**src/rtl/adda_capture_ctrl_pkg.sv**
```systemverilog
// Shared state encoding and counter widths for the addr/data capture sequencer.
package adda_capture_ctrl_pkg;

    localparam int DROP_W = 16;

    typedef enum logic [1:0] {
        ST_IDLE    = 2'd0,
        ST_ARMED   = 2'd1,
        ST_CAPTURE = 2'd2,
        ST_DONE    = 2'd3
    } state_t;

endpackage

```
**src/rtl/adda_edge_det.sv**
```systemverilog
// One-flop rising-edge detector on a level that is synchronous to clk.
// Pulse is combinational in the cycle the level first reads high; no backpressure.
module adda_edge_det (
    input  logic clk,
    input  logic rst_n,
    input  logic i_lvl,
    output logic o_pulse
);

    logic r_lvl_d1;

    always_ff @(posedge clk or negedge rst_n) begin
        if (!rst_n) begin
            r_lvl_d1 <= 1'b0;
        end else begin
            r_lvl_d1 <= i_lvl;
        end
    end

    assign o_pulse = i_lvl & ~r_lvl_d1;

endmodule

```
**src/rtl/adda_capture_ctrl.sv**
```systemverilog
// Trigger/window capture sequencer feeding the JTAG capture FIFO; one-cycle hit-to-write latency.
// Almost-full on the FIFO drops hits (counted in drop_cnt) instead of stalling the bus.
module adda_capture_ctrl
    import adda_capture_ctrl_pkg::*;
#(
    parameter int addr_width  = 32,
    parameter int data_width  = 82,
    parameter int cnt_width   = 10,
    parameter int al_full_val = 511
) (
    input  logic                  clk,
    input  logic                  rst_n,
    input  logic                  cap_valid,
    input  logic [addr_width-1:0] cap_addr,
    input  logic [data_width-1:0] cap_data,
    input  logic                  cfg_arm,
    input  logic                  cfg_abort,
    input  logic [addr_width-1:0] cfg_trig_addr,
    input  logic [addr_width-1:0] cfg_lo_addr,
    input  logic [addr_width-1:0] cfg_hi_addr,
    input  logic [cnt_width-1:0]  cfg_post_cnt,
    input  logic [cnt_width-1:0]  fifo_usedw,
    output logic                  fifo_wr,
    output logic [data_width-1:0] fifo_din,
    output logic [1:0]            state,
    output logic [DROP_W-1:0]     drop_cnt
);

    state_t                r_state;
    logic                  r_fifo_wr;
    logic [data_width-1:0] r_fifo_din;
    logic [cnt_width-1:0]  r_post_left;
    logic [DROP_W-1:0]     r_drop_cnt;

    state_t                w_state_nxt;
    logic                  w_wr;
    logic [cnt_width-1:0]  w_post_nxt;
    logic                  w_drop_clr;
    logic                  w_drop_inc;
    logic                  w_arm_pulse;
    logic                  w_abort_pulse;
    logic                  w_trig_hit;
    logic                  w_win_hit;
    logic                  w_al_full;

    adda_edge_det u_arm_edge (
        .clk     (clk),
        .rst_n   (rst_n),
        .i_lvl   (cfg_arm),
        .o_pulse (w_arm_pulse)
    );

    adda_edge_det u_abort_edge (
        .clk     (clk),
        .rst_n   (rst_n),
        .i_lvl   (cfg_abort),
        .o_pulse (w_abort_pulse)
    );

    assign w_trig_hit = cap_valid && (cap_addr == cfg_trig_addr);
    // An inverted window (lo > hi) never matches, so CAPTURE only leaves via abort.
    assign w_win_hit  = cap_valid && (cap_addr >= cfg_lo_addr) && (cap_addr <= cfg_hi_addr);
    assign w_al_full  = fifo_usedw >= cnt_width'(al_full_val);

    always_ff @(posedge clk or negedge rst_n) begin
        if (!rst_n) begin
            r_state <= ST_IDLE;
        end else begin
            r_state <= w_state_nxt;
        end
    end

    always_comb begin
        w_state_nxt = r_state;
        w_wr        = 1'b0;
        w_post_nxt  = r_post_left;
        w_drop_clr  = 1'b0;
        w_drop_inc  = 1'b0;
        if (w_abort_pulse) begin
            w_state_nxt = ST_IDLE;
        end else begin
            case (r_state)
                ST_IDLE: begin
                    w_drop_clr = 1'b1;
                    w_post_nxt = '0;
                    if (w_arm_pulse) w_state_nxt = ST_ARMED;
                end
                ST_ARMED: begin
                    if (w_trig_hit) begin
                        if (w_al_full) begin
                            w_drop_inc = 1'b1;
                        end else begin
                            w_wr        = 1'b1;
                            w_post_nxt  = cfg_post_cnt;
                            w_state_nxt = (cfg_post_cnt == '0) ? ST_DONE : ST_CAPTURE;
                        end
                    end
                end
                ST_CAPTURE: begin
                    if (w_win_hit) begin
                        if (w_al_full) begin
                            w_drop_inc = 1'b1;
                        end else begin
                            w_wr       = 1'b1;
                            w_post_nxt = r_post_left - cnt_width'(1);
                            if (r_post_left == cnt_width'(1)) w_state_nxt = ST_DONE;
                        end
                    end
                end
                ST_DONE: begin
                    if (w_arm_pulse) begin
                        w_state_nxt = ST_ARMED;
                        w_drop_clr  = 1'b1;
                        w_post_nxt  = '0;
                    end
                end
                default: w_state_nxt = ST_IDLE;
            endcase
        end
    end

    always_ff @(posedge clk or negedge rst_n) begin
        if (!rst_n) begin
            r_fifo_wr   <= 1'b0;
            r_fifo_din  <= '0;
            r_post_left <= '0;
            r_drop_cnt  <= '0;
        end else begin
            r_fifo_wr   <= w_wr;
            r_post_left <= w_post_nxt;
            if (w_wr) r_fifo_din <= cap_data;
            if (w_drop_clr) begin
                r_drop_cnt <= '0;
            end else if (w_drop_inc && (r_drop_cnt != {DROP_W{1'b1}})) begin
                r_drop_cnt <= r_drop_cnt + DROP_W'(1);
            end
        end
    end

    assign fifo_wr  = r_fifo_wr;
    assign fifo_din = r_fifo_din;
    assign state    = r_state;
    assign drop_cnt = r_drop_cnt;

endmodule

```
**config.mk**
```make
export PLATFORM = sky130hd
export DESIGN_NAME = adda_capture_ctrl
export DESIGN_NICKNAME = d
export VERILOG_FILES = /design/src/rtl/adda_capture_ctrl_pkg.sv /design/src/rtl/adda_edge_det.sv /design/src/rtl/adda_capture_ctrl.sv
export SDC_FILE = /design/constraint.sdc
export NUM_CORES = 1
export LEC_CHECK = 0
export ABC_AREA = 1
export CORE_AREA = 2 2 137 139
export DETAILED_ROUTE_END_ITERATION = 8
export DIE_AREA = 0 0 139 141
export GPL_ROUTABILITY_DRIVEN = 1
export PLACE_DENSITY = 0.9
export REMOVE_ABC_BUFFERS = 1
export SLEW_MARGIN = 20
export SYNTH_ARGS = -nofsm -noshare
export SYNTH_HDL_FRONTEND = slang
export SYNTH_SLANG_ARGS = --single-unit
```
**constraint.sdc**
```tcl
create_clock -name clk -period 2 [get_ports clk]
set_input_delay 0.4 -clock clk [delete_from_list [all_inputs] [get_ports clk]]
set_output_delay 0.4 -clock clk [all_outputs]
set_load 0.05 [all_outputs]
```
==> results.yml, run 1 <==
run_status:
  status: "complete, but fails checks"
  failed_checks: "negative setup slack"
sta:
  maxSlewHeadroom: 0.616
  slew_violations: 0
  period_needed_ns: 2.19
  layout_setup_ws_ns: -0.187
  achievable-frequency_mhz: 457
  timing_worst_slew_pin_value_ns: 0.576
  fin_tns_setup_ns: -12.22
  period_share: 1.09
  report.final.setup_viol: 106
  final_hold_viol_count: 0
  grt_setup_unrepaired: "true"
  final.setup_skew_ns: 0.0131
critical_path:
  path_depth: 18
  r2r_setup_slack_ns: -0.01
  worst_path_largest_cell_delay_ns: 0.26
  worstPathCellList: "dlygate4sd2_1 > inv_2 > ha_4 > nand2_1 > inv_2 > nand2_1 > nand2_1 > nand2_2 > a21oi_2 > nor2_2 > a21oi_2 > nand2_2 > nand2_4 > nand3_4 > buf_12 > clkbuf_16 > nand2_1 > nand2_1"
  critical-path-top-cell-by-count: "sky130_fd_sc_hd__nand2_1"
  critical_path_required_ns: 2.28
  critical_r2r_capture: "fifo_din[75]"
  r2r_start: "state[1]"
  crit_family: "simple AND/OR/NAND/NOR gates"
  crit_type: "in2reg"
  critical_path.n_buffers_inverters: 5
  timing.critical_path.to_type: "flop"
  critical_path.max_fanout: 11
  critical_path_arrival_ns: 2.47
  rr_worst_depth: 9
  timing.critical_path.slowest_stage_cell: "sky130_fd_sc_hd__ha_4"
  crit_path_start_kind: "input port"
cts:
  clock_latency_ns: 0.41
  cts.path.max_buffers: 2
  cts_tree: "yes"
  cts-buffers-inserted: 17
  clk_pin_slew_ns: 0.05
  clock_tree.htree_level_count: 4
  cts_root_buf: "sky130_fd_sc_hd__clkbuf_16"
  clock_tree_sinks: 113
grt:
  grt_pass1_wl_um: 45000
  grt_max_degree: 40
  grt_antenna_before_repair: 10
  first_global_vias: 8851
  grt_use_total: 0.292
  globalRoute.totalOverflow: 0
synth:
  share_of_the_yosys_chip_area_belonging_to_registers: 0.370
  syn-cell-area_mm2: 0.00765
  netlist_top_cells_area: "sky130_fd_sc_hd__dfrtp_1, sky130_fd_sc_hd__nand2_1, sky130_fd_sc_hd__ha_1"
  synth_flop_cell: "sky130_fd_sc_hd__dfrtp_1"
  synth_enable_flop_cells: 0
  synth.lib_cells_used.distinct: 39
  yosys_warnings: 0
  synthesis.area_per_instance_um2: 7.58
  synthArstFlopShare: 1.00
  top_cells_by_instance_count_after_synthesis: "sky130_fd_sc_hd__nand2_1, sky130_fd_sc_hd__inv_1, sky130_fd_sc_hd__dfrtp_1"
  yosys.area.top_type_share: 0.370
  number_of_standard_cells_after_synthesis: 1009
  yosys_register_bits: 113
  synth_most_common_cell: "sky130_fd_sc_hd__nand2_1"
  synth_largest_area_cell: "sky130_fd_sc_hd__dfrtp_1"
final_layout:
  finish.cell_count_without_fillers: 1675
  final_net_count: 1725
  finalCoreUtilization: 0.754
  syn_to_final_growth_pct: 80.0
  post_route_cells_drive_above_1_share: 0.356
  fillers: 1184
detailed_routing:
  drt_pre_antenna_iters: 6
  routed-via-count: 8941
  dr_wl_met2_um: 16800
  drt-total-wl_um: 32700
  routedWlPerCell_um: 19.5
  highest-signal-layer: "met4"
  met3_length_um: 1960
  detailedRoute.firstIterationViolations: 527
  final_antenna_net_count: 0
  wl_met1_um: 11900
  vias_cell: 5.34
  drc: 0
worst_hold_path:
  holdCritStartpoint: "fifo_din[81]"
  worstHoldEndpoint: "fifo_din[81]"
  min-delay-path-class: "reg2reg"
  min_path_cells: 2
die:
  design.die.area_mm2: 0.0196
  die_height_um: 141
  die_width_um: 139
  num_io_pins: 336
  rows: 50
  starting_density_of_the_core: 0.419
  core_mm2: 0.0183
placement:
  pre_cts_slack_ns: -0.885
  hpwlAfterDp_um: 20700
  placed_cells: 1609
  place.gp.congestion: 1.01
  numPortBuffers: 335
power:
  power.density_mw_per_mm2: 1080
  clkPwrFrac: 0.202
  power.internal_w: 0.00789
  power_switching_share: 0.470
  ir_worst_vdd_mv: 1.18
  power_frac_seq: 0.248
  power.net_switching_w: 0.00699
  share_of_power_burned_in_combinational_logic: 0.550
  power.leakage_nw: 7.23
job:
  maxCapViolations: 0
layout by cell type, fill, tap and decap left out, types with 24 or more instances in the layout:
master	synthesis	routed
sky130_fd_sc_hd__inv_1	123	70
sky130_fd_sc_hd__nand2_2	73	143
sky130_fd_sc_hd__inv_2	2	53
sky130_fd_sc_hd__nand3_1	29	24
sky130_fd_sc_hd__nand2_1	347	247
sky130_fd_sc_hd__nor2_1	57	49
sky130_fd_sc_hd__dlymetal6s2s_1	0	48
sky130_fd_sc_hd__clkdlybuf4s50_1	0	153
sky130_fd_sc_hd__nand2_4	1	29
sky130_fd_sc_hd__a21oi_1	40	34
sky130_fd_sc_hd__dfrtp_1	113	113
sky130_fd_sc_hd__dlygate4sd2_1	0	42
sky130_fd_sc_hd__buf_2	9	33
sky130_fd_sc_hd__buf_4	3	65
sky130_fd_sc_hd__clkbuf_16	0	24
sky130_fd_sc_hd__ha_4	0	51
flip-flops by register name, indices dropped and copies added, names as in the netlist:
register / count
r_post_left: 10
u_abort_edge.r_lvl_d1: 1
drop_cnt: 16
fifo_din: 82
u_arm_edge.r_lvl_d1: 1
fifo_wr: 1
state: 2
power groups by stage:
stage / registers, W / clock network, W / logic [W]
6_report: 0.00370 / 0.00300 / 0.00819
5_1_grt: 0.00376 / 0.00313 / 0.00860
4_1_cts: 0.00354 / 0.00298 / 0.00748
3_5_place_dp: 0.00353 / 0 / 0.00721
3_3_place_gp: 0.00352 / 0 / 0.00705
2_1_floorplan: 0.00600 / 0 / 0.00173
per-layer routing:
metal	global-route usage	vias to the layer above
met2	0.509	472
met5	0	-
met3	0.0435	168
li1	-	4046
met1	0.339	4255
met4	0.180	0
final cells by class:
cell class	count	area (um2)	area share
antenna	10	25.0	0.00182
clock buffer	18	439	0.0319
clock inverter	13	139	0.0101
inverter	125	477	0.0346
multi-input combinational	746	5340	0.388
sequential	113	2830	0.205
tap	234	293	0.0213
timing repair buffer	416	4230	0.307
how the worst max path moves through the flow:
stage	from	endpoint	slack, ns
after floorplan	state[0]	fifo_din[0]	-2.14
after global placement	cap_addr[31]	drop_cnt[6]	-0.87
after detailed placement	cap_addr[16]	fifo_din[34]	-0.88
after CTS	cfg_hi_addr[27]	fifo_din[12]	-0.04
after global routing	cfg_lo_addr[19]	fifo_din[75]	-0.31
final	cfg_lo_addr[19]	fifo_din[75]	-0.19
through the flow:
stage,hold WS [ns],instance area [um2],power [W]
3_5_place_dp,0.384,11500,0.0107
3_3_place_gp,0.378,11500,0.0106
2_1_floorplan,0.104,7390,0.00773
4_1_cts,0.468,12900,0.0140
5_1_grt,0.483,13800,0.0155
6_report,0.483,13800,0.0149
cell families (layout without fill, tap and decap cells):
| logic type | Yosys count | count (layout) | synth area share |
|---|---|---|---|
| simple gates | 558 | 559 | 0.322 |
| fa+ha+maj | 71 | 71 | 0.116 |
| buf+inv | 151 | 572 | 0.0950 |
| compound gates | 90 | 90 | 0.0680 |
| other cells | 0 | 10 | 0 |
| flops | 113 | 113 | 0.370 |
| xor+xnor | 26 | 26 | 0.0298 |
repair_timing:
action / CTS / global route
gates resized for setup: 424 / 248
pin swaps: 75 / 68
endpoints found under the setup margin: 125 / 141
setup buffers: 2 / 6
hold endpoints to repair: 26 / 0
hold buffers: 1 / 0
cloned: 9 / 7
tightest hold or removal path, delay by kind of cell, from the launching register on:
family           cells  cell delay [ns]
flip-flops           1             0.35
AND/OR/NAND/NOR      2             0.10
Note: power is estimated with default switching activity, not from simulation.
==> inputs of run 2 (changes only) <==
--- a/config.mk
+++ b/config.mk
@@ -12,7 +12,6 @@
 export GPL_ROUTABILITY_DRIVEN = 1
 export PLACE_DENSITY = 0.9
 export REMOVE_ABC_BUFFERS = 1
-export SLEW_MARGIN = 20
 export SYNTH_ARGS = -nofsm -noshare
 export SYNTH_HDL_FRONTEND = slang
 export SYNTH_SLANG_ARGS = --single-unit
==> constraint.sdc (replaced) <==
create_clock -name clk -period 2 [get_ports clk]
set_input_delay 0.2 -clock clk [delete_from_list [all_inputs] [get_ports clk]]
set_output_delay 0.2 -clock clk [all_outputs]
set_load 0.05 [all_outputs]
==> run 2 against run 1 <==
Net effect:
- the flow now finishes without violations
- critical path type is now reg2out
- worst hold slack lost 0.22 ns
- design area shrank 4.7%
- power shrank 3.2%
- first-iteration DRC count grew 8.3%
- critical path depth shrank 17
- utilization shrank 3.6 points
- fmax grew 12%
- largest power group unchanged
- sequential power shrank 4%
- clock-buffer cell count grew 1
- cell count shrank 1.1%
- via count shrank 3.9%
==> results.yml, run 2 (synthesized netlist as in run 1, its figures left out) <==
run_status:
  status: "finished clean"
sta:
  maxSlewHeadroom: 0.593
  report.final.setup_viol: 0
  period_share: 0.980
  period_needed_ns: 1.96
  achievable-frequency_mhz: 510
  slew_violations: 0
  timing_worst_slew_pin_value_ns: 0.609
  final.setup_skew_ns: 0.00907
  final_hold_viol_count: 0
detailed_routing:
  detailedRoute.firstIterationViolations: 571
  drt-total-wl_um: 29500
  final_antenna_net_count: 0
  routed-via-count: 8588
  drt_pre_antenna_iters: 5
  drc: 0
  routedWlPerCell_um: 17.8
  vias_cell: 5.19
critical_path:
  critical_path_arrival_ns: 1.76
  critical_path.n_buffers_inverters: 1
  timing.critical_path.to_type: "primary output"
  worst_path_largest_cell_delay_ns: 0.87
  crit_path_start_kind: "flop"
  rr_worst_depth: 8
  crit_type: "reg2out"
  timing.critical_path.slowest_stage_cell: "sky130_fd_sc_hd__clkdlybuf4s50_1"
  worstPathCellList: "clkdlybuf4s50_1"
  critical_path.max_fanout: 6
  path_depth: 1
  critical_path_required_ns: 1.80
  crit_family: "buffers and inverters"
  r2r_setup_slack_ns: 0.12
power:
  power.leakage_nw: 6.40
  ir_worst_vdd_mv: 1.07
  power.density_mw_per_mm2: 1100
job:
  maxCapViolations: 0
die:
  core_mm2: 0.0183
  num_io_pins: 336
  rows: 50
  starting_density_of_the_core: 0.419
  design.die.area_mm2: 0.0196
  die_width_um: 139
  die_height_um: 141
placement:
  hpwlAfterDp_um: 20900
  dpl_cell_area_mm2: 0.0116
  placed_cells: 1611
  numPortBuffers: 335
  place.gp.congestion: 1.08
grt:
  globalRoute.totalOverflow: 0
  grt_antenna_before_repair: 3
  grt_use_total: 0.282
  grt_max_degree: 44
  first_global_vias: 8543
  grt_pass1_wl_um: 44000
final_layout:
  finalCoreUtilization: 0.718
  fillers: 1332
  syn_to_final_growth_pct: 71.5
  layout_common_cells: "sky130_fd_sc_hd__nand2_1, sky130_fd_sc_hd__clkdlybuf4s50_1, sky130_fd_sc_hd__dfrtp_1, sky130_fd_sc_hd__nand2_2, sky130_fd_sc_hd__inv_1"
  post_route_cells_drive_above_1_share: 0.295
  finish.cell_count_without_fillers: 1656
  postLayoutCellArea_mm2: 0.0131
  largest_register_ffs: 82
  final_net_count: 1712
  mostFrequentLayoutCell: "sky130_fd_sc_hd__nand2_1"
cts:
  clock_latency_ns: 0.41
  cts-buffers-inserted: 17
  cts.path.max_buffers: 2
  clock_tree.htree_level_count: 4
  clock_tree_sinks: 113
  clk_pin_slew_ns: 0.05
  cts_tree: "yes"
  cts_root_buf: "sky130_fd_sc_hd__clkbuf_16"
worst_hold_path:
  min-delay-path-class: "in2reg"
  min_path_cells: 1
==> run 2: changes by cell type in the layout (fill, tap and decap cells not counted), sizes merged <==
cell	previous run	this run
diode	10	3
dlygate4sd2	42	10
clkinv	6	3
inv	125	127
dlymetal6s2s	48	19
bufinv	2	3
buf	137	78
clkdlybuf4s50	153	236
clkdlybuf4s15	16	6
clkbuf	37	72
==> run 2: cell type report <==
cell class                 instances  area [um2]  area share
multi-input combinational        746        5110       0.389
timing repair buffer             403        3800       0.290
sequential                       113        2830       0.216
inverter                         125         477      0.0363
clock buffer                      19         443      0.0337
tap                              234         293      0.0223
clock inverter                    13         160      0.0122
antenna                            3        7.51    0.000572
==> run 2: what timing repair did <==
item,4_1_cts,5_1_grt
hold buffers,1,0
gates resized for setup,219,246
hold endpoints to repair,27,0
setup buffers,1,2
endpoints found under the setup margin,111,111
cloned,5,1
pin swaps,49,85
==> run 2: through the flow <==
step / setup slack [ns] / hold slack (ns) / power, W / TNS (ns)
after floorplan: -2.14 / -0.0956 / 0.00773 / -178.89
after global placement: -0.701 / 0.151 / 0.0105 / -72.20
after detailed placement: -0.772 / 0.153 / 0.0107 / -79.13
after CTS: -0.0195 / 0.255 / 0.0142 / -0.0266
after global routing: -0.0509 / 0.272 / 0.0151 / -0.843
final: 0.0408 / 0.262 / 0.0144 / 0
==> run 2: metal layers <==
| metal | vias up | GRT usage | wire length (um) |
|---|---|---|---|
| met3 | 142 | 0.0380 | 1390 |
| met2 | 400 | 0.489 | 15000 |
| met4 | 0 | 0.140 | 1780 |
| met5 | - | 0 | 0 |
| li1 | 4003 | - | - |
| met1 | 4043 | 0.347 | 11300 |
==> run 2: worst paths after layout <==
check                                   endpoint         start
max in group asynchronous            fifo_din[6]         rst_n
min reg2reg                         fifo_din[15]  fifo_din[15]
min                        u_abort_edge.r_lvl_d1     cfg_abort
max                                 drop_cnt[11]  drop_cnt[11]
max reg2reg                          drop_cnt[1]      state[0]
min in group asynchronous            fifo_din[4]         rst_n
==> run 2: where the power goes <==
group / internal [W] / switching (W) / leakage, nW / total [W]
logic: 0.00280 / 0.00497 / 4.62 / 0.00777
clock network: 0.00199 / 0.00112 / 0.282 / 0.00311
registers: 0.00304 / 0.000494 / 1.49 / 0.00354
==> inputs of run 3 (changes only) <==
--- a/config.mk
+++ b/config.mk
@@ -12,6 +12,7 @@
 export GPL_ROUTABILITY_DRIVEN = 1
 export PLACE_DENSITY = 0.9
 export REMOVE_ABC_BUFFERS = 1
+export SKIP_CTS_REPAIR_TIMING = 1
 export SYNTH_ARGS = -nofsm -noshare
 export SYNTH_HDL_FRONTEND = slang
 export SYNTH_SLANG_ARGS = --single-unit
==> run 3 against run 2 <==
Net effect:
- cell count grew 0.91%
- sequential share of layout area shrank 0.64 points
- die area is the same
- worst hold slack gained 0.0033 ns
- utilization grew 2.2 points
- flip-flop and latch count is the same
- worst setup slack lost 0.038 ns
==> results.yml, run 3 (synthesized netlist as in run 1, its figures left out) <==
run_status:
  status: "finished clean"
detailed_routing:
  vias_cell: 5.19
  drt-total-wl_um: 30100
  drc: 0
  drt_pre_antenna_iters: 7
  routed-via-count: 8668
  final_antenna_net_count: 0
  routedWlPerCell_um: 18.0
  detailedRoute.firstIterationViolations: 501
cts:
  cts_tree: "yes"
  clock_latency_ns: 0.41
  clock_tree.htree_level_count: 4
  cts-buffers-inserted: 17
  cts_root_buf: "sky130_fd_sc_hd__clkbuf_16"
  clk_pin_slew_ns: 0.06
  cts.path.max_buffers: 2
  clock_tree_sinks: 113
critical_path:
  crit_path_start_kind: "input port"
  critical_path.max_fanout: 9
  critical_path_required_ns: 2.29
  critical-path-top-cell-by-count: "sky130_fd_sc_hd__nand2_1"
  critical_path_arrival_ns: 2.29
  worst_path_largest_cell_delay_ns: 0.31
  worstPathCellList: "dlymetal6s2s_1 > ha_4 > nand4_1 > nor3_2 > nand2_1 > nand2_1 > nand2_1 > a21oi_2 > nand2_2 > nand2_4 > nand3_4 > buf_12 > clkbuf_16 > nand2_1 > nand2_1"
  timing.critical_path.slowest_stage_cell: "sky130_fd_sc_hd__ha_4"
  crit_type: "in2reg"
  timing.critical_path.to_type: "flop"
die:
  die_height_um: 141
  design.die.area_mm2: 0.0196
  starting_density_of_the_core: 0.419
  die_width_um: 139
  core_mm2: 0.0183
  num_io_pins: 336
  rows: 50
grt:
  gr-usage-met3: 0.0357
  grt_use_total: 0.259
  first_global_vias: 8066
  globalRouteMet1Util: 0.318
  grt_antenna_before_repair: 12
  globalRouteMet2Util: 0.445
  grt_pass1_wl_um: 40600
  grt_max_degree: 44
  globalRoute.totalOverflow: 0
  busiest_layer: "met2"
final_layout:
  largest_register_ffs: 82
  syn_to_final_growth_pct: 76.8
  post_route_cells_drive_above_1_share: 0.260
  final_net_count: 1716
  fillers: 1260
  layout_common_cells: "sky130_fd_sc_hd__nand2_1, sky130_fd_sc_hd__clkdlybuf4s50_1, sky130_fd_sc_hd__dfrtp_1, sky130_fd_sc_hd__nand2_2, sky130_fd_sc_hd__dlymetal6s2s_1"
  postLayoutCellArea_mm2: 0.0135
  mostFrequentLayoutCell: "sky130_fd_sc_hd__nand2_1"
sta:
  period_share: 0.999
  timing_worst_slew_pin_value_ns: 0.613
  grt_setup_unrepaired: "true"
  achievable-frequency_mhz: 501
  slew_violations: 0
  fin_tns_setup_ns: 0
  final_hold_viol_count: 0
  report.final.setup_viol: 0
  period_needed_ns: 2.00
  maxSlewHeadroom: 0.590
  final.setup_skew_ns: 0.00986
placement:
  place.gp.congestion: 1.08
  numPortBuffers: 335
  dpl_cell_area_mm2: 0.0116
  hpwlAfterDp_um: 20900
power:
  power.density_mw_per_mm2: 1060
  power.leakage_nw: 6.95
  ir_worst_vdd_mv: 1.06
job:
  maxCapViolations: 0
worst_hold_path:
  min-delay-path-class: "in2async"
## run 3: changes by cell type in the layout (fill, tap and decap cells not counted), sizes merged
cell           delta
dlymetal6s2s     +63
clkbuf           -34
diode            +11
buf              -10
dlygate4sd2      -10
clkdlybuf4s15     -6
clkdlybuf4s50     +1
## run 3: routing by layer
layer  share of wire  wire [um]
met1            0.38      11400
met2            0.51      15400
met3           0.051       1550
met4           0.062       1860
met5               0          0
## run 3: layout make-up
| cell class | instances | area (um2) | share of cell area |
|---|---|---|---|
| Tap cell | 234 | 293 | 0.0216 |
| Clock inverter | 13 | 160 | 0.0118 |
| Inverter | 125 | 474 | 0.0351 |
| Clock buffer | 19 | 443 | 0.0327 |
| Timing Repair Buffer | 407 | 4260 | 0.315 |
| Antenna cell | 14 | 35.0 | 0.00259 |
| Multi-Input combinational cell | 746 | 5030 | 0.372 |
| Sequential cell | 113 | 2830 | 0.209 |
## run 3: critical path: cells and delay by family
kind,cells,cell delay (ns)
AOI/OAI and AO/OA,1,0.16
adders and majority gates,1,0.31
buffers and inverters,3,0.57
and+or+nand+nor,10,1.03
## run 3: where the power goes
| part | switching (W) | internal (W) | total [W] |
|---|---|---|---|
| Combinational | 0.00496 | 0.00282 | 0.00777 |
| Clock | 0.00109 | 0.00199 | 0.00308 |
| Sequential | 0.000494 | 0.00304 | 0.00354 |
## run 3: metrics by stage
stage	hold WS [ns]	instances	setup slack, ns	util	total power, W
after floorplan	-0.0956	983	-2.14	-	0.00773
after global placement	0.151	1611	-0.701	0.632	0.0105
after detailed placement	0.153	1611	-0.772	0.632	0.0107
after CTS	-0.271	1643	-0.363	0.665	0.0139
after global routing	0.269	1671	-0.0818	0.740	0.0151
final	0.266	1671	0.00275	0.740	0.0144
## run 3: worst paths after layout
check | to | startpoint | slack, ns | cells after the start
hold / removal | fifo_din[43] | rst_n | 0.27 | 2
min in group clk | u_abort_edge.r_lvl_d1 | cfg_abort | 0.27 | 1
hold reg to reg | fifo_din[15] | fifo_din[15] | 0.47 | 2
setup reg to reg | drop_cnt[13] | drop_cnt[1] | 0.10 | 9
max in group asynchronous | fifo_din[59] | rst_n | 1.04 | 3
setup / recovery | fifo_din[43] | cap_addr[10] | 0.003 | 15
